**src/rtl/panda_risc_v_reg_file_rd_arb_if.sv**
```systemverilog
// Bundle of requester and physical register-file read-port signals for the read arbiter.
// The arbiter uses modport slave; the requesters and the register file use modport master.
interface panda_risc_v_reg_file_rd_arb_if;
  logic        ifu_reg_file_rd_req;
  logic [4:0]  ifu_reg_file_rd_addr;
  logic        ifu_reg_file_rd_grant;
  logic [31:0] ifu_reg_file_rd_dout;

  logic        dcd_reg_file_rd_p0_req;
  logic [4:0]  dcd_reg_file_rd_p0_addr;
  logic        dcd_reg_file_rd_p0_grant;
  logic [31:0] dcd_reg_file_rd_p0_dout;

  logic        dcd_reg_file_rd_p1_req;
  logic [4:0]  dcd_reg_file_rd_p1_addr;
  logic        dcd_reg_file_rd_p1_grant;
  logic [31:0] dcd_reg_file_rd_p1_dout;

  logic        dbg_reg_file_rd_req;
  logic [4:0]  dbg_reg_file_rd_addr;
  logic        dbg_reg_file_rd_grant;
  logic [31:0] dbg_reg_file_rd_dout;

  logic [4:0]  reg_file_rd_p0_addr;
  logic [31:0] reg_file_rd_p0_dout;
  logic [4:0]  reg_file_rd_p1_addr;
  logic [31:0] reg_file_rd_p1_dout;

  modport master (
    output ifu_reg_file_rd_req, ifu_reg_file_rd_addr,
    output dcd_reg_file_rd_p0_req, dcd_reg_file_rd_p0_addr,
    output dcd_reg_file_rd_p1_req, dcd_reg_file_rd_p1_addr,
    output dbg_reg_file_rd_req, dbg_reg_file_rd_addr,
    output reg_file_rd_p0_dout, reg_file_rd_p1_dout,
    input  ifu_reg_file_rd_grant, ifu_reg_file_rd_dout,
    input  dcd_reg_file_rd_p0_grant, dcd_reg_file_rd_p0_dout,
    input  dcd_reg_file_rd_p1_grant, dcd_reg_file_rd_p1_dout,
    input  dbg_reg_file_rd_grant, dbg_reg_file_rd_dout,
    input  reg_file_rd_p0_addr, reg_file_rd_p1_addr
  );

  modport slave (
    input  ifu_reg_file_rd_req, ifu_reg_file_rd_addr,
    input  dcd_reg_file_rd_p0_req, dcd_reg_file_rd_p0_addr,
    input  dcd_reg_file_rd_p1_req, dcd_reg_file_rd_p1_addr,
    input  dbg_reg_file_rd_req, dbg_reg_file_rd_addr,
    input  reg_file_rd_p0_dout, reg_file_rd_p1_dout,
    output ifu_reg_file_rd_grant, ifu_reg_file_rd_dout,
    output dcd_reg_file_rd_p0_grant, dcd_reg_file_rd_p0_dout,
    output dcd_reg_file_rd_p1_grant, dcd_reg_file_rd_p1_dout,
    output dbg_reg_file_rd_grant, dbg_reg_file_rd_dout,
    output reg_file_rd_p0_addr, reg_file_rd_p1_addr
  );
endinterface

```
**src/rtl/panda_risc_v_reg_file_rd_arb.sv**
```systemverilog
// Register-file read-port arbiter: fixed priority per physical port with a starvation guard.
// Optional performance counters are enabled by defining PANDA_RISC_V_RF_RD_ARB_PERF_CNT_EN.
module panda_risc_v_reg_file_rd_arb #(
  parameter real simulation_delay = 1,
  parameter int  DCD_STARVE_THR   = 4,
  parameter int  DBG_STARVE_THR   = 8
) (
  input  logic clk,
  input  logic resetn,
  input  logic sys_reset_req,
  input  logic flush_req,
  panda_risc_v_reg_file_rd_arb_if.slave rd
`ifdef PANDA_RISC_V_RF_RD_ARB_PERF_CNT_EN
  ,
  output logic [31:0] perf_p0_conflict_cnt,
  output logic [31:0] perf_p1_conflict_cnt,
  output logic [31:0] perf_force_grant_cnt
`endif
);

  localparam logic [3:0] DCD_THR = 4'(DCD_STARVE_THR);
  localparam logic [3:0] DBG_THR = 4'(DBG_STARVE_THR);

  logic [3:0] dcd0_wait_cnt;
  logic [3:0] dbg_wait_cnt;
  logic       dcd0_force;
  logic       dbg_force;
  logic       ifu_grant;
  logic       dcd0_grant;
  logic       dcd1_grant;
  logic       dbg_grant;
  logic       arb_clr;

  assign dcd0_force = rd.dcd_reg_file_rd_p0_req & (dcd0_wait_cnt == DCD_THR);
  assign dbg_force  = rd.dbg_reg_file_rd_req & (dbg_wait_cnt == DBG_THR);

  // Grants are forced low while reset is asserted, independent of the counters.
  assign ifu_grant  = resetn & rd.ifu_reg_file_rd_req & ~dcd0_force;
  assign dcd0_grant = resetn & rd.dcd_reg_file_rd_p0_req & (dcd0_force | ~rd.ifu_reg_file_rd_req);
  assign dcd1_grant = resetn & rd.dcd_reg_file_rd_p1_req & ~dbg_force;
  assign dbg_grant  = resetn & rd.dbg_reg_file_rd_req & (dbg_force | ~rd.dcd_reg_file_rd_p1_req);

  assign rd.ifu_reg_file_rd_grant    = ifu_grant;
  assign rd.dcd_reg_file_rd_p0_grant = dcd0_grant;
  assign rd.dcd_reg_file_rd_p1_grant = dcd1_grant;
  assign rd.dbg_reg_file_rd_grant    = dbg_grant;

  assign rd.reg_file_rd_p0_addr = ifu_grant ? rd.ifu_reg_file_rd_addr : rd.dcd_reg_file_rd_p0_addr;
  assign rd.reg_file_rd_p1_addr = dbg_grant ? rd.dbg_reg_file_rd_addr : rd.dcd_reg_file_rd_p1_addr;

  assign rd.ifu_reg_file_rd_dout    = rd.reg_file_rd_p0_dout;
  assign rd.dcd_reg_file_rd_p0_dout = rd.reg_file_rd_p0_dout;
  assign rd.dcd_reg_file_rd_p1_dout = rd.reg_file_rd_p1_dout;
  assign rd.dbg_reg_file_rd_dout    = rd.reg_file_rd_p1_dout;

  assign arb_clr = sys_reset_req | flush_req;

  // Only the low-priority requester on each port tracks how long it has been denied.
  always_ff @(posedge clk) begin
    if (!resetn) begin
      dcd0_wait_cnt <= 4'd0;
    end else if (arb_clr || dcd0_grant || !rd.dcd_reg_file_rd_p0_req) begin
      dcd0_wait_cnt <= 4'd0;
    end else if (dcd0_wait_cnt < DCD_THR) begin
      dcd0_wait_cnt <= dcd0_wait_cnt + 4'd1;
    end
  end

  always_ff @(posedge clk) begin
    if (!resetn) begin
      dbg_wait_cnt <= 4'd0;
    end else if (arb_clr || dbg_grant || !rd.dbg_reg_file_rd_req) begin
      dbg_wait_cnt <= 4'd0;
    end else if (dbg_wait_cnt < DBG_THR) begin
      dbg_wait_cnt <= dbg_wait_cnt + 4'd1;
    end
  end

`ifdef PANDA_RISC_V_RF_RD_ARB_PERF_CNT_EN
  // Perf counters ignore flush/system reset so they survive pipeline events.
  always_ff @(posedge clk) begin
    if (!resetn) begin
      perf_p0_conflict_cnt <= 32'd0;
      perf_p1_conflict_cnt <= 32'd0;
      perf_force_grant_cnt <= 32'd0;
    end else begin
      if (rd.ifu_reg_file_rd_req && rd.dcd_reg_file_rd_p0_req)
        perf_p0_conflict_cnt <= perf_p0_conflict_cnt + 32'd1;
      if (rd.dcd_reg_file_rd_p1_req && rd.dbg_reg_file_rd_req)
        perf_p1_conflict_cnt <= perf_p1_conflict_cnt + 32'd1;
      if (dcd0_force || dbg_force)
        perf_force_grant_cnt <= perf_force_grant_cnt + 32'd1;
    end
  end
`endif

endmodule

```
**src/flat_wrapper.sv**
```systemverilog
// flat-port wrapper written by rule: the top's interface ports become plain ports
module panda_risc_v_reg_file_rd_arb_flat 
#(
  parameter real simulation_delay = 1,
  parameter int  DCD_STARVE_THR   = 4,
  parameter int  DBG_STARVE_THR   = 8
)
  (clk, resetn, sys_reset_req, flush_req, rd_ifu_reg_file_rd_req, rd_ifu_reg_file_rd_addr, rd_dcd_reg_file_rd_p0_req, rd_dcd_reg_file_rd_p0_addr, rd_dcd_reg_file_rd_p1_req, rd_dcd_reg_file_rd_p1_addr, rd_dbg_reg_file_rd_req, rd_dbg_reg_file_rd_addr, rd_reg_file_rd_p0_dout, rd_reg_file_rd_p1_dout, rd_ifu_reg_file_rd_grant, rd_ifu_reg_file_rd_dout, rd_dcd_reg_file_rd_p0_grant, rd_dcd_reg_file_rd_p0_dout, rd_dcd_reg_file_rd_p1_grant, rd_dcd_reg_file_rd_p1_dout, rd_dbg_reg_file_rd_grant, rd_dbg_reg_file_rd_dout, rd_reg_file_rd_p0_addr, rd_reg_file_rd_p1_addr);
  panda_risc_v_reg_file_rd_arb_if rd_i ();
  input  logic clk;
  input  logic resetn;
  input  logic sys_reset_req;
  input  logic flush_req;
  input wire logic [$bits(rd_i.ifu_reg_file_rd_req)-1:0] rd_ifu_reg_file_rd_req;
  input wire logic [$bits(rd_i.ifu_reg_file_rd_addr)-1:0] rd_ifu_reg_file_rd_addr;
  input wire logic [$bits(rd_i.dcd_reg_file_rd_p0_req)-1:0] rd_dcd_reg_file_rd_p0_req;
  input wire logic [$bits(rd_i.dcd_reg_file_rd_p0_addr)-1:0] rd_dcd_reg_file_rd_p0_addr;
  input wire logic [$bits(rd_i.dcd_reg_file_rd_p1_req)-1:0] rd_dcd_reg_file_rd_p1_req;
  input wire logic [$bits(rd_i.dcd_reg_file_rd_p1_addr)-1:0] rd_dcd_reg_file_rd_p1_addr;
  input wire logic [$bits(rd_i.dbg_reg_file_rd_req)-1:0] rd_dbg_reg_file_rd_req;
  input wire logic [$bits(rd_i.dbg_reg_file_rd_addr)-1:0] rd_dbg_reg_file_rd_addr;
  input wire logic [$bits(rd_i.reg_file_rd_p0_dout)-1:0] rd_reg_file_rd_p0_dout;
  input wire logic [$bits(rd_i.reg_file_rd_p1_dout)-1:0] rd_reg_file_rd_p1_dout;
  output wire logic [$bits(rd_i.ifu_reg_file_rd_grant)-1:0] rd_ifu_reg_file_rd_grant;
  output wire logic [$bits(rd_i.ifu_reg_file_rd_dout)-1:0] rd_ifu_reg_file_rd_dout;
  output wire logic [$bits(rd_i.dcd_reg_file_rd_p0_grant)-1:0] rd_dcd_reg_file_rd_p0_grant;
  output wire logic [$bits(rd_i.dcd_reg_file_rd_p0_dout)-1:0] rd_dcd_reg_file_rd_p0_dout;
  output wire logic [$bits(rd_i.dcd_reg_file_rd_p1_grant)-1:0] rd_dcd_reg_file_rd_p1_grant;
  output wire logic [$bits(rd_i.dcd_reg_file_rd_p1_dout)-1:0] rd_dcd_reg_file_rd_p1_dout;
  output wire logic [$bits(rd_i.dbg_reg_file_rd_grant)-1:0] rd_dbg_reg_file_rd_grant;
  output wire logic [$bits(rd_i.dbg_reg_file_rd_dout)-1:0] rd_dbg_reg_file_rd_dout;
  output wire logic [$bits(rd_i.reg_file_rd_p0_addr)-1:0] rd_reg_file_rd_p0_addr;
  output wire logic [$bits(rd_i.reg_file_rd_p1_addr)-1:0] rd_reg_file_rd_p1_addr;
  assign rd_i.ifu_reg_file_rd_req = rd_ifu_reg_file_rd_req;
  assign rd_i.ifu_reg_file_rd_addr = rd_ifu_reg_file_rd_addr;
  assign rd_i.dcd_reg_file_rd_p0_req = rd_dcd_reg_file_rd_p0_req;
  assign rd_i.dcd_reg_file_rd_p0_addr = rd_dcd_reg_file_rd_p0_addr;
  assign rd_i.dcd_reg_file_rd_p1_req = rd_dcd_reg_file_rd_p1_req;
  assign rd_i.dcd_reg_file_rd_p1_addr = rd_dcd_reg_file_rd_p1_addr;
  assign rd_i.dbg_reg_file_rd_req = rd_dbg_reg_file_rd_req;
  assign rd_i.dbg_reg_file_rd_addr = rd_dbg_reg_file_rd_addr;
  assign rd_i.reg_file_rd_p0_dout = rd_reg_file_rd_p0_dout;
  assign rd_i.reg_file_rd_p1_dout = rd_reg_file_rd_p1_dout;
  assign rd_ifu_reg_file_rd_grant = rd_i.ifu_reg_file_rd_grant;
  assign rd_ifu_reg_file_rd_dout = rd_i.ifu_reg_file_rd_dout;
  assign rd_dcd_reg_file_rd_p0_grant = rd_i.dcd_reg_file_rd_p0_grant;
  assign rd_dcd_reg_file_rd_p0_dout = rd_i.dcd_reg_file_rd_p0_dout;
  assign rd_dcd_reg_file_rd_p1_grant = rd_i.dcd_reg_file_rd_p1_grant;
  assign rd_dcd_reg_file_rd_p1_dout = rd_i.dcd_reg_file_rd_p1_dout;
  assign rd_dbg_reg_file_rd_grant = rd_i.dbg_reg_file_rd_grant;
  assign rd_dbg_reg_file_rd_dout = rd_i.dbg_reg_file_rd_dout;
  assign rd_reg_file_rd_p0_addr = rd_i.reg_file_rd_p0_addr;
  assign rd_reg_file_rd_p1_addr = rd_i.reg_file_rd_p1_addr;
  panda_risc_v_reg_file_rd_arb #(.simulation_delay(simulation_delay), .DCD_STARVE_THR(DCD_STARVE_THR), .DBG_STARVE_THR(DBG_STARVE_THR)) u_core (.clk(clk), .resetn(resetn), .sys_reset_req(sys_reset_req), .flush_req(flush_req), .rd(rd_i));
endmodule
```
**config.mk**
```make
export PLATFORM = sky130hd
export DESIGN_NAME = panda_risc_v_reg_file_rd_arb_flat
export DESIGN_NICKNAME = d
export VERILOG_FILES = /design/src/rtl/panda_risc_v_reg_file_rd_arb_if.sv /design/src/rtl/panda_risc_v_reg_file_rd_arb.sv /design/src/flat_wrapper.sv
export SDC_FILE = /design/constraint.sdc
export NUM_CORES = 1
export LEC_CHECK = 0
export CAP_MARGIN = 10
export CELL_PAD_IN_SITES_DETAIL_PLACEMENT = 0
export CELL_PAD_IN_SITES_GLOBAL_PLACEMENT = 1
export CORE_MARGIN = 1.5
export CORE_UTILIZATION = 13
export CTS_BUF_LIST = sky130_fd_sc_hd__clkbuf_2
export DETAILED_ROUTE_END_ITERATION = 7
export PLACE_DENSITY_LB_ADDON = 0.25
export SYNTH_ARGS = -nofsm -noshare
export SYNTH_HDL_FRONTEND = slang
export SYNTH_SLANG_ARGS = --single-unit
```
**constraint.sdc**
```tcl
create_clock -name clk -period 1.5 [get_ports clk]
set_clock_uncertainty 0.1 [all_clocks]
set_input_delay 0.225 -clock clk [delete_from_list [all_inputs] [get_ports clk]]
set_output_delay 0.225 -clock clk [all_outputs]
set_load 0.01 [all_outputs]
```
### Word-level counts from Yosys, hierarchy flattened

Cells that the tools add are included.

| word-level totals | value |
|---|---|
| bits in registers | 8 |
| input bits | 92 |
| output and inout bits | 142 |
| logic and storage cells | 36 |

| operators by class | value |
|---|---|
| $add $sub $neg | 2 |
| order comparisons | 2 |
| eq/ne operators | 2 |
| multiplexer cells | 2 |
| bitwise gates (word level) | 18 |
| reductions and logical operators | 8 |

Operators by type and width:

| cell | count |
|---|---|
| $and 1x1->1 | 10 |
| $mux 5 | 2 |
| $add 4x1->4 const B | 2 |
| $not 1->1 | 5 |
| $eq 4x3->1 const B | 1 |
| $eq 4x4->1 const B | 1 |
| $logic_or 1x1->1 | 4 |
| $lt 4x3->1 const B | 1 |
| $lt 4x4->1 const B | 1 |
| $reduce_or 2->1 | 2 |
| $or 1x1->1 | 3 |
| $logic_not 1->1 | 2 |

### Depth between registers and ports, before layout

| depth | value |
|---|---|
| depth in word-level cells | 7 |
| depth in mapped cells | 6 |
| depth with buffers taken out | 5 |

### Least setup slack after synthesis

OpenSTA, ideal clock, no wires.

| timing | value |
|---|---|
| kind | reg2out |
| start | reg u_core.dcd0_wait_cnt[0] |
| end | out rd_reg_file_rd_p0_addr[0] |
| data arrival time | 1.327 ns |
| required time | 1.175 ns |
| slack | -0.152 ns |
| stages on the path, launching flop included | 7 |
| buffers on the path | 1 |
| cells stage by stage | dfxtp_1 inv_1 ha_1 nand4b_4 and3_4 buf_6 mux2_4 |

| on the way | value |
|---|---|
| cells in the longest elaborated chain, start to end | 5 |

RTL lines:

| element | line | source |
|---|---|---|
| start: declaration | panda_risc_v_reg_file_rd_arb.sv:24 | `logic [3:0] dcd0_wait_cnt;` |
| start signal: assignment | panda_risc_v_reg_file_rd_arb.sv:65 | `dcd0_wait_cnt <= dcd0_wait_cnt + 4'd1;` |
| $eq 4x3->1 | panda_risc_v_reg_file_rd_arb.sv:34 | `assign dcd0_force = rd.dcd_reg_file_rd_p0_req & (dcd0_wait_cnt == DCD_THR);` |
| $and 1x1->1 | panda_risc_v_reg_file_rd_arb.sv:34 |  |
| $not 1->1 | panda_risc_v_reg_file_rd_arb.sv:38 | `assign ifu_grant = resetn & rd.ifu_reg_file_rd_req & ~dcd0_force;` |
| $and 1x1->1 | panda_risc_v_reg_file_rd_arb.sv:38 |  |
| named net rd_ifu_reg_file_rd_grant | flat_wrapper.sv:24 | `output wire logic [$bits(rd_i.ifu_reg_file_rd_grant)-1:0] rd_ifu_reg_file_rd_grant;` |
| $mux 5 | panda_risc_v_reg_file_rd_arb.sv:48 | `assign rd.reg_file_rd_p0_addr = ifu_grant ? rd.ifu_reg_file_rd_addr : rd.dcd_reg_file_rd_p0_addr;` |
| end: declaration | flat_wrapper.sv:32 | `output wire logic [$bits(rd_i.reg_file_rd_p0_addr)-1:0] rd_reg_file_rd_p0_addr;` |

The timed path passes the listed nets, and every way through them passes these cells.

### Worst setup path after layout

| timing | value |
|---|---|
| start | reg u_core.dbg_wait_cnt[1] |
| end | out rd_reg_file_rd_p1_addr[1] |

| on the way | value |
|---|---|
| cells in the longest elaborated chain, start to end | 5 |

RTL lines:

| element | line | source |
|---|---|---|
| start: declaration | panda_risc_v_reg_file_rd_arb.sv:25 | `logic [3:0] dbg_wait_cnt;` |
| start signal: assignment | panda_risc_v_reg_file_rd_arb.sv:75 | `dbg_wait_cnt <= dbg_wait_cnt + 4'd1;` |
| $eq 4x4->1 | panda_risc_v_reg_file_rd_arb.sv:35 | `assign dbg_force = rd.dbg_reg_file_rd_req & (dbg_wait_cnt == DBG_THR);` |
| $and 1x1->1 | panda_risc_v_reg_file_rd_arb.sv:35 |  |
| $or 1x1->1 | panda_risc_v_reg_file_rd_arb.sv:41 | `assign dbg_grant = resetn & rd.dbg_reg_file_rd_req & (dbg_force \| ~rd.dcd_reg_file_rd_p1_req);` |
| $and 1x1->1 | panda_risc_v_reg_file_rd_arb.sv:41 |  |
| $mux 5 | panda_risc_v_reg_file_rd_arb.sv:49 | `assign rd.reg_file_rd_p1_addr = dbg_grant ? rd.dbg_reg_file_rd_addr : rd.dcd_reg_file_rd_p1_addr;` |
| end: declaration | flat_wrapper.sv:33 | `output wire logic [$bits(rd_i.reg_file_rd_p1_addr)-1:0] rd_reg_file_rd_p1_addr;` |

No other way between the ends.

==> impl_metrics.json <==
{
  "cts_max_level": 1,
  "layout.cells.non_filler": 267,
  "worst_setup_hold_path_clk_slew_ns": 0.08,
  "timing.fmax_ghz": 0.518,
  "tightest_slew_ns": 0.232,
  "timing.final.setup_violations": 13,
  "power_switching_mw": 0.148,
  "power-per-cell-area_nw_per_um2": 401,
  "worstSkewPairLatency_ns": 0.23,
  "worst-endpoint-required_ns": 1.17,
  "holdCritPathClass": "in -> out",
  "final_core_util_pct": 12.5,
  "drt_iter0_markers": 67,
  "number_of_enable_type_register_cells_in_the_synthesized_netlist": 0,
  "area_growth_syn_to_layout_pct": -6.94,
  "number_of_antenna_violations_at_the_first_check_in_global_routing": 0,
  "report.power.total_mw": 0.580,
  "final_max_slew_viol_count": 0,
  "yosysTopAreaCellShare_pct": 61.9,
  "timing.max_cap.violations": 0,
  "timing.setup.critical_path_class": "reg -> out",
  "predominant_post_synthesis_flop_cell": "dfxtp_1",
  "hpwl_after_detailed_placement_mm": 2.13,
  "routed_via_density": 2.72,
  "ys_warn_count": 0,
  "drt_first_pass_iters": 8,
  "filler_cell_count": 1313,
  "grt_max_degree": 6,
  "p_int_mw": 0.432,
  "violations": "design-rule violations, negative setup slack",
  "routed_wl_mm": 2.66,
  "syn_area_um2": 1550,
  "synthesis.instances": 187,
  "drtAntennaViolNets": 0,
  "start_util_pct": 13.5,
  "core_area_um2": 11500,
  "mappedNetlistNets": 283,
  "drc_errors": 19,
  "die_height_um": 112,
  "seqPwrFrac_pct": 36.9,
  "rsz0062_at_grt": "yes",
  "final_hold_vios": 0,
  "num_vias": 726,
  "final_area_um2": 1440,
  "die_width_um": 112,
  "grt.total_usage_pct": 4.04,
  "dp.cells": 256,
  "clock_tree_from_tritoncts": "done",
  "clock_path_buffers": 2,
  "power.clock.fraction_pct": 22.7,
  "power.switching_fraction_pct": 25.6,
  "grt_remaining_overflow": 0,
  "slew_headroom_pct": 84.3,
  "postSynth.asyncResetShare_pct": 0,
  "post_detailed_placement_cell_area_um2": 1320,
  "start_kind": "flop",
  "power_frac_comb_pct": 40.4,
  "layout-drive-gt1-share_pct": 52.4,
  "antennaDiodeCount": 0,
  "global_route_wire_length_before_repair_mm": 3.93,
  "irDropWorstVdd_mv": 0.104,
  "detail_route.wl_per_cell_um": 9.96,
  "synth.area.top_cells": "buf_4 62%, dfxtp_1 10%, mux2_4 4.8%, mux2_2 3.6%, ha_1 3.2%",
  "post_synth.cell_area_avg_um2": 8.30,
  "cts-hold-fix-buffers": 0,
  "port_buffers": 41,
  "finalSetupTns_ns": -4.98,
  "power.static_leakage_nw": 0.567,
  "cts_root_buffer": "clkbuf_2",
  "grt_pass1_vias": 801,
  "placement_rows": 39,
  "setup_slack_ns": -0.432,
  "layout_worst_path_cycle_share_pct": 129,
  "synth_seq_cells": 8,
  "cts_sinks": 8,
  "layout.nets": 222,
  "worstSetupEndpointType": "primary output",
  "gp_congestion": 0.603,
  "synth_top_cell_by_area": "buf_4",
  "path_max_fanout": 5,
  "fin_crit_ns": 1.93,
  "yosysSeqAreaShare_pct": 10.3,
  "synth.distinct_cells": 25,
  "timing.critical_path.arrival_ns": 1.61,
  "design.portCount": 234,
  "fp.dieArea_um2": 12600,
  "cts-buffers-inserted": 3,
  "status": "complete, but fails checks"
}
[cell type report]
| cell class | instances | area [µm²] | share of cell area [%] |
|---|---|---|---|
| multi-input combinational | 45 | 453 | 31.4 |
| sequential | 8 | 165 | 11.4 |
| inverter | 5 | 18.8 | 1.30 |
| clock buffer | 3 | 15.0 | 1.04 |
| tap | 143 | 179 | 12.4 |
| timing repair buffer | 63 | 613 | 42.5 |
[power groups by stage]
stage          registers, mW  logic, mW  clock network, mW
4_1_cts                0.214      0.236              0.141
2_1_floorplan          0.219      0.423                  0
3_3_place_gp           0.219      0.219                  0
5_1_grt                0.214      0.249              0.153
6_report               0.214      0.234              0.132
3_5_place_dp           0.219      0.217                  0
[layer usage]
layer,global-route usage [%],vias to the layer above,wire length (µm)
met5,0,-,0
met4,3.29,0,95
met3,2.32,14,451
met2,6.99,57,1320
met1,3.35,319,789
li1,-,336,-
[cells in the mapped netlist (2+ instances only)]
master   number
a21oi_1       3
and3_1        2
buf_4       128
dfxtp_1       8
ha_1          4
inv_1         5
mux2_2        5
mux2_4        5
nand2_1       3
nand3_1       2
nor2_1        7
xnor2_1       2
[worst max-delay path, cell delays in order (launching register included)]
cell	delay [ns]
dfxtp_2	0.33
inv_2	0.06
ha_4	0.13
nand3b_1	0.11
a21oi_4	0.18
buf_12	0.14
mux2_4	0.30
buf_6	0.12
[state kept, by name (all words and copies together), names as in the netlist]
register and count:
u_core.dbg_wait_cnt 4, u_core.dcd0_wait_cnt 4
[kinds of logic after synthesis]
kind of cell	synth area share (%)
buffers and inverters	63.9
muxes	9.11
and+or+nand+nor	9.03
DFF	10.3
xor gates and xnor gates	1.69
AOI/OAI and AO/OA	2.74
adders and majority gates	3.23
[per-stage QoR]
step	hold slack, ns	worst slack (ns)
6_report	0.350	-0.432
5_1_grt	0.350	-0.504
4_1_cts	0.350	-0.479
3_5_place_dp	0.350	-0.851
3_3_place_gp	0.350	-0.840
2_1_floorplan	0.278	-0.0601
[cell usage in the layout, fill, tap and decap left out, drive strengths merged]
master and n:
a21oi 4, xor2 1, buf 35, nor2b 1
inv 5, clkdlybuf4s50 23, ha 4, mux2 10
mux2i 1, nand4b 2, and3 3, nor2 7
nand3 2, dfxtp 8, nand2 3, clkbuf 3
nor4bb 1, dlygate4sd2 4, a31oi 1, clkdlybuf4s15 1
nand3b 1, o21ai 1, xnor2 2, and4bb 1
[final timing paths]
kind / start / slack [ns] / cells after the start / end
max: u_core.dbg_wait_cnt[1] / -0.43 / 7 / rd_reg_file_rd_p1_addr[1]
min: rd_reg_file_rd_p1_dout[3] / 0.35 / 0 / rd_dbg_reg_file_rd_dout[3]
max reg2reg: u_core.dcd0_wait_cnt[0] / 0.11 / 8 / u_core.dcd0_wait_cnt[0]
min reg2reg: u_core.dbg_wait_cnt[0] / 0.51 / 3 / u_core.dbg_wait_cnt[0]
[timing repair]
item	CTS	global route
resized for setup	77	1
setup endpoints to repair	14	14
setup buffers	7	2
pin swaps	5	1
(Power assumes the default switching activity.)
==> RTL change 1: new RTL, same flow settings <==
`DBG_STARVE_THR` is set to 8 in 2 places; all go to 4.
--- a/src/rtl/panda_risc_v_reg_file_rd_arb.sv
+++ b/src/rtl/panda_risc_v_reg_file_rd_arb.sv
@@ -3,7 +3,7 @@
 module panda_risc_v_reg_file_rd_arb #(
   parameter real simulation_delay = 1,
   parameter int  DCD_STARVE_THR   = 4,
-  parameter int  DBG_STARVE_THR   = 8
+  parameter int  DBG_STARVE_THR   = 4
 ) (
   input  logic clk,
   input  logic resetn,
--- a/src/flat_wrapper.sv
+++ b/src/flat_wrapper.sv
@@ -3,7 +3,7 @@
 #(
   parameter real simulation_delay = 1,
   parameter int  DCD_STARVE_THR   = 4,
-  parameter int  DBG_STARVE_THR   = 8
+  parameter int  DBG_STARVE_THR   = 4
 )
   (clk, resetn, sys_reset_req, flush_req, rd_ifu_reg_file_rd_req, rd_ifu_reg_file_rd_addr, rd_dcd_reg_file_rd_p0_req, rd_dcd_reg_file_rd_p0_addr, rd_dcd_reg_file_rd_p1_req, rd_dcd_reg_file_rd_p1_addr, rd_dbg_reg_file_rd_req, rd_dbg_reg_file_rd_addr, rd_reg_file_rd_p0_dout, rd_reg_file_rd_p1_dout, rd_ifu_reg_file_rd_grant, rd_ifu_reg_file_rd_dout, rd_dcd_reg_file_rd_p0_grant, rd_dcd_reg_file_rd_p0_dout, rd_dcd_reg_file_rd_p1_grant, rd_dcd_reg_file_rd_p1_dout, rd_dbg_reg_file_rd_grant, rd_dbg_reg_file_rd_dout, rd_reg_file_rd_p0_addr, rd_reg_file_rd_p1_addr);
   panda_risc_v_reg_file_rd_arb_if rd_i ();
Formal check against the unedited RTL: not equivalent (Yosys sat finds a counterexample within 10 cycles, from zero or initial values).
==> RTL change 1 against the unedited design <==
The run ends with negative setup slack left. Register-to-register slack gained 20 ps. Sequential cell count is the same. Hold slack is essentially flat. Routed wire length shrank 6.6%. Worst setup slack lost 95 ps. Final cell count grew 3.7%. Design area grew 5.1%. Synthesized area shrank 0.89%. Largest power group unchanged. Total power grew 1.4%.
==> RTL change 1: results (changes against the unedited design) <==
{| class="wikitable"
! Metric !! Value
|-
| Final setup vio count || 14 (+1)
|-
| Switching part of the total || 24.3% (-1.3 points)
|-
| Peak supply drop || 0.000114 V (+9.4%)
|-
| Initial DRC Count || 10 (-85%)
|-
| Fillers || 1300 (-0.99%)
|-
| Multiplexer share of the synthesized area || 8.54% (-0.57 points)
|-
| Instance area after placement || 1320 sq um (about the same)
|-
| Main area contributors after synthesis || buf_4 62%, dfxtp_1 10%, mux2_4 4.9%
|-
| Per-cell routed wire length || 8.97 um (-10%)
|-
| Leakage || 0.610 nW (+7.5%)
|-
| Layout overhead on the synthesized area || -1.30%
|-
| Sequential power share || 36.4% (-0.5 points)
|-
| Critical R2R Capture || u_core.dbg_wait_cnt[0]$_SDFFE_PP0N_
|-
| Pre-CTS worst setup slack || -721 ps (+130 ps)
|-
| Number of cells in the design after placement || 258 (+0.78%)
|-
| First-pass GRT wire length || 3830 um (-2.5%)
|-
| Worst-case setup margin in the final layout || -527 ps (-95.5 ps)
|-
| TNS Setup || -5450 ps (-465 ps)
|-
| Total number of nets in the final design || 232 (+4.5%)
|-
| Synthesized-area fraction occupied by adder cells || 3.25% (+0.029 points)
|-
| Start of the worst register-to-register path || u_core.dbg_wait_cnt[1]$_SDFFE_PP0N_
|-
| Compound-gate portion of the synthesized area || 2.85% (+0.11 points)
|-
| Cell types with the highest counts after synthesis || 128 x buf_4, 8 x dfxtp_1, 6 x inv_1, 6 x nor2_1
|-
| Syn nets || 284 (+0.35%)
|-
| Final HPWL DP || 1940 um (-9.1%)
|-
| Parity-gate share of the synthesized area counting xor and xnor cells || 1.14% (-0.55 points)
|-
| Distinct cell type count of the synthesized netlist || 21 (-16%)
|-
| Destination of the critical timing path || rd_reg_file_rd_p1_addr[2]
|-
| DR pass1 iterations || 2 (-6)
|-
| Via count of the first global-routing pass || 774 (-3.4%)
|-
| Detail-routed via count per cell || 2.71 (-0.42%)
|-
| Violations in the final reports || negative setup slack
|-
| Result of the run || finished with violations
|-
| Worst Hold Margin || 350 ps (-0.00100 ps)
|}
-- RTL change 1: cell count changes in the layout (fill, tap and decap cells not counted), moves of 2 or more --
cell	delta
buf_4	+3
and3_1	+2
buf_6	+7
dlygate4sd2_1	-3
clkdlybuf4s50_1	+3
a21oi_1	+2
-- RTL change 1: final cells by class --
class / count / share of cell area, %
well taps: 143 / 11.8
flip-flops and latches: 8 / 10.9
clock buffers: 3 / 0.989
multi-input cells: 45 / 29.3
inverters: 6 / 1.48
repair buffers: 72 / 45.6
-- RTL change 1: layer usage --
layer / vias up / GRT usage, % / routed length, um
li1: 358 / - / -
met1: 297 / 3.99 / 909
met2: 51 / 5.04 / 945
met3: 44 / 1.36 / 388
met4: 0 / 5.49 / 243
met5: - / 0 / 0
-- RTL change 1: what timing repair did --
action                                  in CTS  in global routing
endpoints found under the setup margin      14                 17
buffers inserted                            11                  6
gates resized for setup                     78                  6
pin swaps                                    5                  4
==> RTL change 2: new RTL, same settings <==
Without the edit above. Put a register stage on the output `rd.dbg_reg_file_rd_dout`, without a reset. The value now appears one clock later.
--- a/src/rtl/panda_risc_v_reg_file_rd_arb.sv
+++ b/src/rtl/panda_risc_v_reg_file_rd_arb.sv
@@ -51,7 +51,9 @@
   assign rd.ifu_reg_file_rd_dout    = rd.reg_file_rd_p0_dout;
   assign rd.dcd_reg_file_rd_p0_dout = rd.reg_file_rd_p0_dout;
   assign rd.dcd_reg_file_rd_p1_dout = rd.reg_file_rd_p1_dout;
-  assign rd.dbg_reg_file_rd_dout    = rd.reg_file_rd_p1_dout;
+  always_ff @(posedge clk) begin
+    rd.dbg_reg_file_rd_dout <= rd.reg_file_rd_p1_dout;
+  end
 
   assign arb_clr = sys_reset_req | flush_req;
 
Check against the original RTL: not equivalent (Yosys sat finds a counterexample within 4 cycles, from zero or initial values).
==> RTL change 2 against the unedited design <==
The flow finishes with violations (negative setup slack). Total power rose to 3.7 times the old value. Worst setup slack got worse by 300 ps. Synthesized area is 26% higher. Routed wire length increased by 88%. Design area is 120% higher. Synthesized cell count is the same. Final cell count up 73%. Critical path depth stayed put. Sequential cell count grew 32.
==> RTL change 2: results (changes against the unedited design) <==
{| class="wikitable"
! Metric !! Value
|-
| Result of the run || finished with violations
|-
| Violations in the final reports || negative setup slack
|-
| Final setup vio count || 14 (+1)
|-
| CP peak stage delay || 370 ps (+40 ps)
|-
| Detail Route met3 WL || 922 um (+100%)
|-
| Worst Hold Endpoint || u_core.rd.dbg_reg_file_rd_dout[7]$_DFF_P_
|-
| Avg Inst Size Synth || 10.4 sq um (+26%)
|-
| Number of cells on the worst hold path || 1 (+1)
|-
| Number of port buffers || 137 (+230%)
|-
| Largest fanout on the critical path || 6 (+1)
|-
| Post-CTS setup buffer count || 8 (+1)
|-
| Met2 track utilization from global routing || 10.2% (+3.2 points)
|-
| Main area contributors after synthesis || dfxtp_1 41%, buf_4 37%, mux2_4 3.8%
|-
| CTS-repair resized insts || 142 (+84%)
|-
| Via count of the first global-routing pass || 1609 (+100%)
|-
| Max_slew headroom || 82.3% (-2.0 points)
|-
| TritonCTS buffer count || 5 (+2)
|-
| FF-to-FF path depth || 5 (-3)
|-
| Maximum number of pins on one net before global-route repair || 14 (+8)
|-
| Start of the worst register-to-register path || u_core.dbg_wait_cnt[0]$_SDFFE_PP0N_
|-
| Critical R2R Capture || u_core.dbg_wait_cnt[2]$_SDFFE_PP0N_
|-
| Met3 Resource Use GR || 4.41% (+2.1 points)
|-
| Clock latency at the later pin of the worst-skew pair || 400 ps (+170 ps)
|-
| Amount of wire on met2 after detailed routing || 2240 um (+69%)
|-
| Total number of nets in the final design || 371 (+67%)
|-
| Total routing resource utilization after global routing || 6.25% (+2.2 points)
|-
| Worst Hold Margin || 140 ps (-210 ps)
|-
| Detail-routed via count per cell || 3.12 (+15%)
|-
| TNS Setup || -8220 ps (-3240 ps)
|-
| Worst-case setup margin in the final layout || -736 ps (-304 ps)
|-
| Minimum setup slack among reg-to-reg paths || 320 ps (+210 ps)
|-
| Fraction of layout instances using a drive strength above 1 || 34.1% (-18 points)
|-
| Number of cells in the design after placement || 443 (+73%)
|-
| Arrival time at the worst endpoint || 1910 ps (+300 ps)
|-
| First-pass GRT wire length || 7620 um (+94%)
|-
| Total via count after detailed routing || 1437 (+98%)
|-
| Total length of routed wires || 5010 um (+88%)
|-
| Sequential fraction of the synthesis area || 41.0% (+31 points)
|-
| Routability-driven placement congestion ratio || 0.696 (+16%)
|-
| H-tree depth || 2 (+1)
|-
| Cell types with the highest counts after synthesis || 96 x buf_4, 40 x dfxtp_1, 7 x nor2_1
|-
| Leakage || 1.40 nW (+150%)
|}
-- RTL change 2: cell type report --
class                      instances  area [sq um]  area share [%]
sequential                        40           813            25.3
multi-input combinational         45           455            14.2
inverter                           5          18.8           0.585
clock inverter                     2          16.3           0.507
timing repair buffer             178          1640            51.2
clock buffer                       6          30.0           0.936
antenna                            1          2.50          0.0780
tap                              184           230            7.17
-- RTL change 2: logic make-up (layout without fill, tap and decap cells) --
kind of cell	count (synthesis)	in the layout	synth area share, %
DFF	40	40	41.0
other	0	1	0
xor gates and xnor gates	3	3	1.35
buffers and inverters	102	191	38.5
and+or+nand+nor	21	21	7.18
AOI/OAI and AO/OA	6	6	2.18
muxes	11	11	7.24
adders and majority gates	4	4	2.56
-- RTL change 2: report_power, final --
part / switching [W] / internal (W)
Combinational: 0.000183 / 0.000354
Clock: 0.000383 / 0.000125
Sequential: 0.0000108 / 0.00111
